## src/rtl/phase_acc_mc_pkg.sv

```systemverilog
// Shared widths, channel-index type and limits for the multi-channel
// phase accumulator.
package phase_acc_mc_pkg;

    localparam int DEF_ACC_WIDTH = 32;
    localparam int DEF_OUT_WIDTH = 16;
    localparam int DEF_NUM_CHAN  = 4;
    localparam int DEF_CHAN_W    = 2;
    localparam int MAX_NUM_CHAN  = 16;

    typedef logic [DEF_CHAN_W-1:0] chan_t;

    // Width of the payload carried by the output register.
    function automatic int out_payload_w(int out_w, int chan_w, int flag_w);
        return out_w + chan_w + 1 + flag_w;
    endfunction

endpackage

```

## src/rtl/phase_acc_mc_if.sv

```systemverilog
// AXI-Stream in/out bundle for phase_acc_mc.
// slave = accumulator side, master = upstream source plus downstream sink.
// o_twrap exists only with PHASE_ACC_MC_WRAP_FLAG_EN.
interface phase_acc_mc_if
    import phase_acc_mc_pkg::*;
#(
    parameter int ACC_WIDTH = DEF_ACC_WIDTH,
    parameter int OUT_WIDTH = DEF_OUT_WIDTH,
    parameter int CHAN_W    = DEF_CHAN_W
) ();

    logic [ACC_WIDTH-1:0] i_tdata;
    logic [CHAN_W-1:0]    i_tuser;
    logic                 i_tlast;
    logic                 i_tvalid;
    logic                 i_tready;

    logic [OUT_WIDTH-1:0] o_tdata;
    logic [CHAN_W-1:0]    o_tuser;
    logic                 o_tlast;
    logic                 o_tvalid;
    logic                 o_tready;
`ifdef PHASE_ACC_MC_WRAP_FLAG_EN
    logic                 o_twrap;

    modport slave (
        input  i_tdata, i_tuser, i_tlast, i_tvalid,
        output i_tready,
        output o_tdata, o_tuser, o_tlast, o_tvalid, o_twrap,
        input  o_tready
    );

    modport master (
        output i_tdata, i_tuser, i_tlast, i_tvalid,
        input  i_tready,
        input  o_tdata, o_tuser, o_tlast, o_tvalid, o_twrap,
        output o_tready
    );
`else
    modport slave (
        input  i_tdata, i_tuser, i_tlast, i_tvalid,
        output i_tready,
        output o_tdata, o_tuser, o_tlast, o_tvalid,
        input  o_tready
    );

    modport master (
        output i_tdata, i_tuser, i_tlast, i_tvalid,
        input  i_tready,
        input  o_tdata, o_tuser, o_tlast, o_tvalid,
        output o_tready
    );
`endif

endinterface

```

## src/rtl/phase_acc_out_reg.sv

```systemverilog
// One-deep registered output stage with valid/ready handshake.
// Ports: clk, reset, clear, in_valid/in_ready/in_data, out_valid/out_ready/out_data.
module phase_acc_out_reg #(
    parameter int W = 8
) (
    input  logic         clk,
    input  logic         reset,
    input  logic         clear,
    input  logic         in_valid,
    output logic         in_ready,
    input  logic [W-1:0] in_data,
    output logic         out_valid,
    input  logic         out_ready,
    output logic [W-1:0] out_data
);

    // Accept when the slot is empty or draining this cycle; clear blocks input.
    assign in_ready = (~out_valid | out_ready) & ~clear;

    always_ff @(posedge clk) begin
        if (reset) begin
            out_valid <= 1'b0;
            out_data  <= '0;
        end else if (clear) begin
            out_valid <= 1'b0;
        end else if (in_valid && in_ready) begin
            out_valid <= 1'b1;
            out_data  <= in_data;
        end else if (out_ready) begin
            out_valid <= 1'b0;
        end
    end

endmodule

```

## src/rtl/phase_acc_mc.sv

```systemverilog
// Multi-channel phase accumulator: per-channel acc/inc registers, tlast loads
// the increment, other beats emit the truncated phase then accumulate.
// Ports: clk, reset, clear, s (phase_acc_mc_if.slave stream bundle).
// Optional PHASE_ACC_MC_WRAP_FLAG_EN adds o_twrap (accumulate overflow).
module phase_acc_mc
    import phase_acc_mc_pkg::*;
#(
    parameter int ACC_WIDTH = DEF_ACC_WIDTH,
    parameter int OUT_WIDTH = DEF_OUT_WIDTH,
    parameter int NUM_CHAN  = DEF_NUM_CHAN,
    parameter int CHAN_W    = DEF_CHAN_W
) (
    input  logic           clk,
    input  logic           reset,
    input  logic           clear,
    phase_acc_mc_if.slave  s
);

`ifdef PHASE_ACC_MC_WRAP_FLAG_EN
    localparam int WF = 1;
`else
    localparam int WF = 0;
`endif
    localparam int PW = out_payload_w(OUT_WIDTH, CHAN_W, WF);
    localparam logic [CHAN_W:0] NCH = (CHAN_W+1)'(NUM_CHAN);

    logic [ACC_WIDTH-1:0] acc [NUM_CHAN];
    logic [ACC_WIDTH-1:0] inc [NUM_CHAN];

    logic                 in_range;
    logic [CHAN_W-1:0]    idx;
    logic                 hs;
    logic [ACC_WIDTH-1:0] cur_acc;
    logic [ACC_WIDTH-1:0] acc_next;
    logic [OUT_WIDTH-1:0] phase;
    logic [PW-1:0]        pay_in;
    logic [PW-1:0]        pay_out;

    assign in_range = ({1'b0, s.i_tuser} < NCH);
    // Out-of-range beats read a harmless channel; their result is discarded.
    assign idx      = in_range ? s.i_tuser : '0;
    assign hs       = s.i_tvalid & s.i_tready;
    assign cur_acc  = acc[idx];

`ifdef PHASE_ACC_MC_WRAP_FLAG_EN
    logic [ACC_WIDTH:0] sum_ext;
    logic               wrap;

    assign sum_ext  = {1'b0, cur_acc} + {1'b0, inc[idx]};
    assign acc_next = sum_ext[ACC_WIDTH-1:0];
`else
    assign acc_next = cur_acc + inc[idx];
`endif

    always_comb begin
        phase = '0;
`ifdef PHASE_ACC_MC_WRAP_FLAG_EN
        wrap  = 1'b0;
`endif
        if (in_range && !s.i_tlast) begin
            phase = cur_acc[ACC_WIDTH-1 -: OUT_WIDTH];
`ifdef PHASE_ACC_MC_WRAP_FLAG_EN
            wrap  = sum_ext[ACC_WIDTH];
`endif
        end
    end

`ifdef PHASE_ACC_MC_WRAP_FLAG_EN
    assign pay_in = {wrap, s.i_tlast, s.i_tuser, phase};
`else
    assign pay_in = {s.i_tlast, s.i_tuser, phase};
`endif

    always_ff @(posedge clk) begin
        if (reset || clear) begin
            for (int c = 0; c < NUM_CHAN; c++) begin
                acc[c] <= '0;
                inc[c] <= '0;
            end
        end else if (hs && in_range) begin
            if (s.i_tlast) begin
                inc[idx] <= s.i_tdata;
                acc[idx] <= '0;
            end else begin
                acc[idx] <= acc_next;
            end
        end
    end

    phase_acc_out_reg #(
        .W (PW)
    ) u_out (
        .clk       (clk),
        .reset     (reset),
        .clear     (clear),
        .in_valid  (s.i_tvalid),
        .in_ready  (s.i_tready),
        .in_data   (pay_in),
        .out_valid (s.o_tvalid),
        .out_ready (s.o_tready),
        .out_data  (pay_out)
    );

    assign s.o_tdata = pay_out[OUT_WIDTH-1:0];
    assign s.o_tuser = pay_out[OUT_WIDTH +: CHAN_W];
    assign s.o_tlast = pay_out[OUT_WIDTH+CHAN_W];
`ifdef PHASE_ACC_MC_WRAP_FLAG_EN
    assign s.o_twrap = pay_out[PW-1];
`endif

endmodule
```

## src/flat_wrapper.sv

```systemverilog
// flat-port wrapper written by rule: the top's interface ports become plain ports
module phase_acc_mc_flat import phase_acc_mc_pkg::*;
#(
    parameter int ACC_WIDTH = DEF_ACC_WIDTH,
    parameter int OUT_WIDTH = DEF_OUT_WIDTH,
    parameter int NUM_CHAN  = DEF_NUM_CHAN,
    parameter int CHAN_W    = DEF_CHAN_W
)
  (clk, reset, clear, s_i_tdata, s_i_tuser, s_i_tlast, s_i_tvalid, s_i_tready, s_o_tdata, s_o_tuser, s_o_tlast, s_o_tvalid, s_o_tready);
  phase_acc_mc_if #(.ACC_WIDTH(ACC_WIDTH), .OUT_WIDTH(OUT_WIDTH), .CHAN_W(CHAN_W)) s_i ();
  input  logic clk;
  input  logic reset;
  input  logic clear;
  input wire logic [$bits(s_i.i_tdata)-1:0] s_i_tdata;
  input wire logic [$bits(s_i.i_tuser)-1:0] s_i_tuser;
  input wire logic [$bits(s_i.i_tlast)-1:0] s_i_tlast;
  input wire logic [$bits(s_i.i_tvalid)-1:0] s_i_tvalid;
  output wire logic [$bits(s_i.i_tready)-1:0] s_i_tready;
  output wire logic [$bits(s_i.o_tdata)-1:0] s_o_tdata;
  output wire logic [$bits(s_i.o_tuser)-1:0] s_o_tuser;
  output wire logic [$bits(s_i.o_tlast)-1:0] s_o_tlast;
  output wire logic [$bits(s_i.o_tvalid)-1:0] s_o_tvalid;
  input wire logic [$bits(s_i.o_tready)-1:0] s_o_tready;
  assign s_i.i_tdata = s_i_tdata;
  assign s_i.i_tuser = s_i_tuser;
  assign s_i.i_tlast = s_i_tlast;
  assign s_i.i_tvalid = s_i_tvalid;
  assign s_i_tready = s_i.i_tready;
  assign s_o_tdata = s_i.o_tdata;
  assign s_o_tuser = s_i.o_tuser;
  assign s_o_tlast = s_i.o_tlast;
  assign s_o_tvalid = s_i.o_tvalid;
  assign s_i.o_tready = s_o_tready;
  phase_acc_mc #(.ACC_WIDTH(ACC_WIDTH), .OUT_WIDTH(OUT_WIDTH), .NUM_CHAN(NUM_CHAN), .CHAN_W(CHAN_W)) u_core (.clk(clk), .reset(reset), .clear(clear), .s(s_i));
endmodule
```

## config.mk

```make
export PLATFORM = sky130hd
export DESIGN_NAME = phase_acc_mc_flat
export DESIGN_NICKNAME = d
export VERILOG_FILES = /design/src/rtl/phase_acc_mc_pkg.sv /design/src/rtl/phase_acc_mc_if.sv /design/src/rtl/phase_acc_out_reg.sv /design/src/rtl/phase_acc_mc.sv /design/src/flat_wrapper.sv
export SDC_FILE = /design/constraint.sdc
export NUM_CORES = 1
export LEC_CHECK = 0
export CORE_AREA = 2 2 152 154
export CTS_CLUSTER_SIZE = 24
export DETAILED_ROUTE_END_ITERATION = 12
export DIE_AREA = 0 0 154 156
export GPL_ROUTABILITY_DRIVEN = 0
export HOLD_SLACK_MARGIN = 0.08
export PLACE_DENSITY_LB_ADDON = 0.08
export REMOVE_ABC_BUFFERS = 1
export SLEW_MARGIN = 5
export SYNTH_ARGS = -nofsm -noshare
export SYNTH_HDL_FRONTEND = slang
export SYNTH_SLANG_ARGS = --single-unit
export TNS_END_PERCENT = 10
```

## constraint.sdc

```tcl
create_clock -name clk -period 5.4 [get_ports clk]
set_input_delay 0.54 -clock clk [delete_from_list [all_inputs] [get_ports clk]]
set_output_delay 0.54 -clock clk [all_outputs]
set_load 0.02 [all_outputs]
```

==> out/qor.yml <==
yosysWarnings: 0
areaGrowthSynthToFinish_pct: 14.2
numPlacedInstances: 1346
antenna_found_initial: 0
fmax_mhz: 268
grt_pass1_wl_um: 47700
synth-simple-area-share: 0.130
synth_seq_cells: 276
synth_top_area_frac: 0.581
grt_pass1_vias: 8591
initial_core_util: 0.591
synth_top_area_cell: "edfxtp_1"
finalMaxSlewViolations: 0
dieArea_um2: 24000
whs_ps: 462
criticalPathCategory: "in2reg"
peakVddDrop_v: 0.000267
ys_types: 62
end_kind: "register"
clk_latency_ps: 540
core_area_um2: 22400
diodes: 0
cts_setup_buffers: 0
path_delay_family: "compound AO/OA/AOI/OAI gates"
syn_inst: 1025
worst_clock_skew_ps: 14.1
yosys-top-cells-area: "edfxtp_1 (58%), mux4_2 (11%), nor2_1 (6.3%)"
nets: 1164
synth-async-reset-ratio: 0
syn_area_per_cell_um2: 12.9
cts_made_buffers: 29
ctsResizeCount: 0
row_count: 55
wl_per_cell_um: 21.8
path_max_fanout: 21
grt_util_all_layers: 0.260
htreeDepth: 1
netSwitchingFraction: 0.237
design_power_total_mw: 4.78
setup_viol: 0
power_density_nw_per_um2: 317
synth_area_um2: 13200
final_cells: 1397
power.switching_mw: 1.13
max_slew_margin: 0.212
seq_power_share: 0.512
cts_hold_buf: 0
hold_violations: 0
p_int_mw: 3.65
worst_pin_slew_ps: 1180
cts_tree: "done"
cp_cell_sequence: "buf_4 -> buf_4 -> mux4_2 -> ha_1 -> a21oi_2 -> o21ai_0 -> a21oi_1 -> a31oi_1 -> a31oi_1 -> xor2_1 -> nor2_1"
synth_top_family_by_area: "simple AND/OR/NAND/NOR gates"
synthXorXnorAreaFrac: 0.0164
synth.mux.area_fraction: 0.110
port_buffers: 60
worstPathArrival_ps: 4000
die_x_um: 154
synth_ff_type: "edfxtp_1"
period_needed_ps: 3730
fin_crit_sh: 0.691
fin_setup_tns_ps: 0
hpwlAfterDp_um: 19700
ys_seq_area_frac: 0.612
grt_max_degree: 57
clkTransAtPathRegs_ps: 60
rsz0062_at_grt: "no"
critical_path.slowest_cell: "mux4_2"
critical_path_required_ps: 5670
final_util: 0.675
fin_ws_ps: 1670
dpl_cell_area_um2: 14200
max_stage_delay_ps: 580
vias: 8423
synth_edf_count: 256
drive_gt1_frac: 0.143
io_pins: 61
cp_num_buf_inv: 2
synth_compound_area_frac: 0.0704
power_leakage_nw: 5.91
hold_class: "reg2reg"
drv_cap: 0
firstDrtPassIters: 5
fp.dieH_um: 156
crit_path_start_kind: "input pin"
overflow: 0
synth_adder_area_share: 0.0309
drt.antenna.violating_nets: 0
root_buffer: "clkbuf_16"
combinationalPowerShare: 0.110
clkPwrFrac: 0.377
fin_area_um2: 15100
cts_sinks: 276
wirelength_um: 30400
status: "completed"
route.detailed.drc: 0
drt-initial-drc-count: 789
dp_slack_ps: 1160
avgViaCountPerCell: 6.03
ctsLongestPathBuffers: 3
-- area by class of cell --
type                       instances  area (um^2)
clock inverter                    12         58.8
inverter                          55          206
timing repair buffer              86          803
tap                              285          357
fill                            1642         7270
multi-input combinational        644         4790
sequential                       276         8090
clock buffer                      39          793
-- registers in the layout, indices dropped and copies added (netlist names) --
register	count
u_core.inc	128
u_core.u_out.out_valid	1
u_core.acc	128
u_core.u_out.out_data	19
-- power groups by stage --
stage	Sequential (mW)	Clock [mW]	Combinational, mW
2_1_floorplan	2.49	0	0.322
3_3_place_gp	2.49	0	0.517
3_5_place_dp	2.49	0	0.520
4_1_cts	2.45	1.83	0.524
5_1_grt	2.46	1.91	0.572
6_report	2.45	1.80	0.527
-- cell families after synthesis --
family                     Yosys count
and+or+nand+nor                    393
DFF                                276
AOI/OAI and AO/OA                  131
buffers and inverters              105
muxes                               65
adders and majority gates           32
xor gates and xnor gates            23
-- Yosys cell counts (all sizes together) (2+ instances only) --
cell type / count
a22oi: 16
and3: 5
nand2b: 8
a2111o: 2
nand3: 11
and4: 2
mux4: 64
a21oi: 43
dfxtp: 20
buf: 10
a21o: 7
clkbuf: 40
xnor2: 9
a2111oi: 2
nand4: 6
nor2b: 2
nor3: 14
o211ai: 8
a31oi: 5
o21bai: 4
xor2: 14
ha: 31
o21ai: 28
and2: 32
nand2: 79
a221oi: 2
o21a: 4
or3: 6
inv: 55
edfxtp: 256
nor2: 222
a211o: 2
-- worst reg2reg max path: stages, from the launching register on --
cell,delay [ps]
dfxtp_1,300
nor2b_1,160
nor2_4,150
nand2_2,430
nor3_1,420
nand2b_1,580
nand2_1,700
buf_4,340
-- cell usage in the layout, fill, tap and decap left out, types with 3 or more instances in the layout --
master | Yosys | routed
xnor2_1 | 8 | 8
xor2_1 | 13 | 13
nor2_1 | 221 | 221
a31oi_1 | 4 | 4
nand4_1 | 6 | 6
buf_4 | 0 | 27
dfxtp_1 | 20 | 20
o21ai_4 | 0 | 4
clkbuf_1 | 40 | 7
edfxtp_1 | 256 | 256
o21a_1 | 4 | 4
a21o_1 | 7 | 7
nor3_1 | 12 | 12
inv_1 | 55 | 55
nand2_1 | 76 | 74
o21ai_0 | 21 | 17
and2_1 | 32 | 32
nand2_2 | 3 | 5
o21ai_1 | 6 | 6
nand2b_1 | 8 | 8
o21bai_1 | 4 | 4
clkbuf_8 | 0 | 3
a21oi_2 | 4 | 4
o211ai_1 | 6 | 6
clkinv_1 | 0 | 6
a22oi_1 | 16 | 16
nand3_1 | 11 | 11
clkdlybuf4s50_1 | 0 | 58
clkbuf_16 | 0 | 29
clkinv_2 | 0 | 4
ha_1 | 31 | 31
and3_1 | 5 | 5
or3_1 | 6 | 6
a21oi_1 | 39 | 39
mux4_2 | 64 | 64
-- path summary, 6_finish.rpt --
kind / from / end / slack, ps / depth (start not counted)
hold / removal: u_core.u_out.out_data[17]$_SDFFE_PP0P_ / u_core.u_out.out_data[17]$_SDFFE_PP0P_ / 460 / 2
setup / recovery: s_i_tuser[0] / u_core.acc[0][29]$_SDFFCE_PN0P_ / 1670 / 11
hold reg to reg: u_core.u_out.out_data[17]$_SDFFE_PP0P_ / u_core.u_out.out_data[17]$_SDFFE_PP0P_ / 460 / 2
setup reg to reg: u_core.u_out.out_valid$_SDFFE_PP0P_ / u_core.acc[0][18]$_SDFFCE_PN0P_ / 2010 / 7
-- layer usage --
layer  track usage  up-vias  share of wire
met4        0.0538        0          0.014
li1              -     3890              -
met3        0.0425       42          0.067
met5             0        -              0
met1         0.368     4202           0.44
met2         0.434      289           0.48
(Power assumes the default switching activity.)
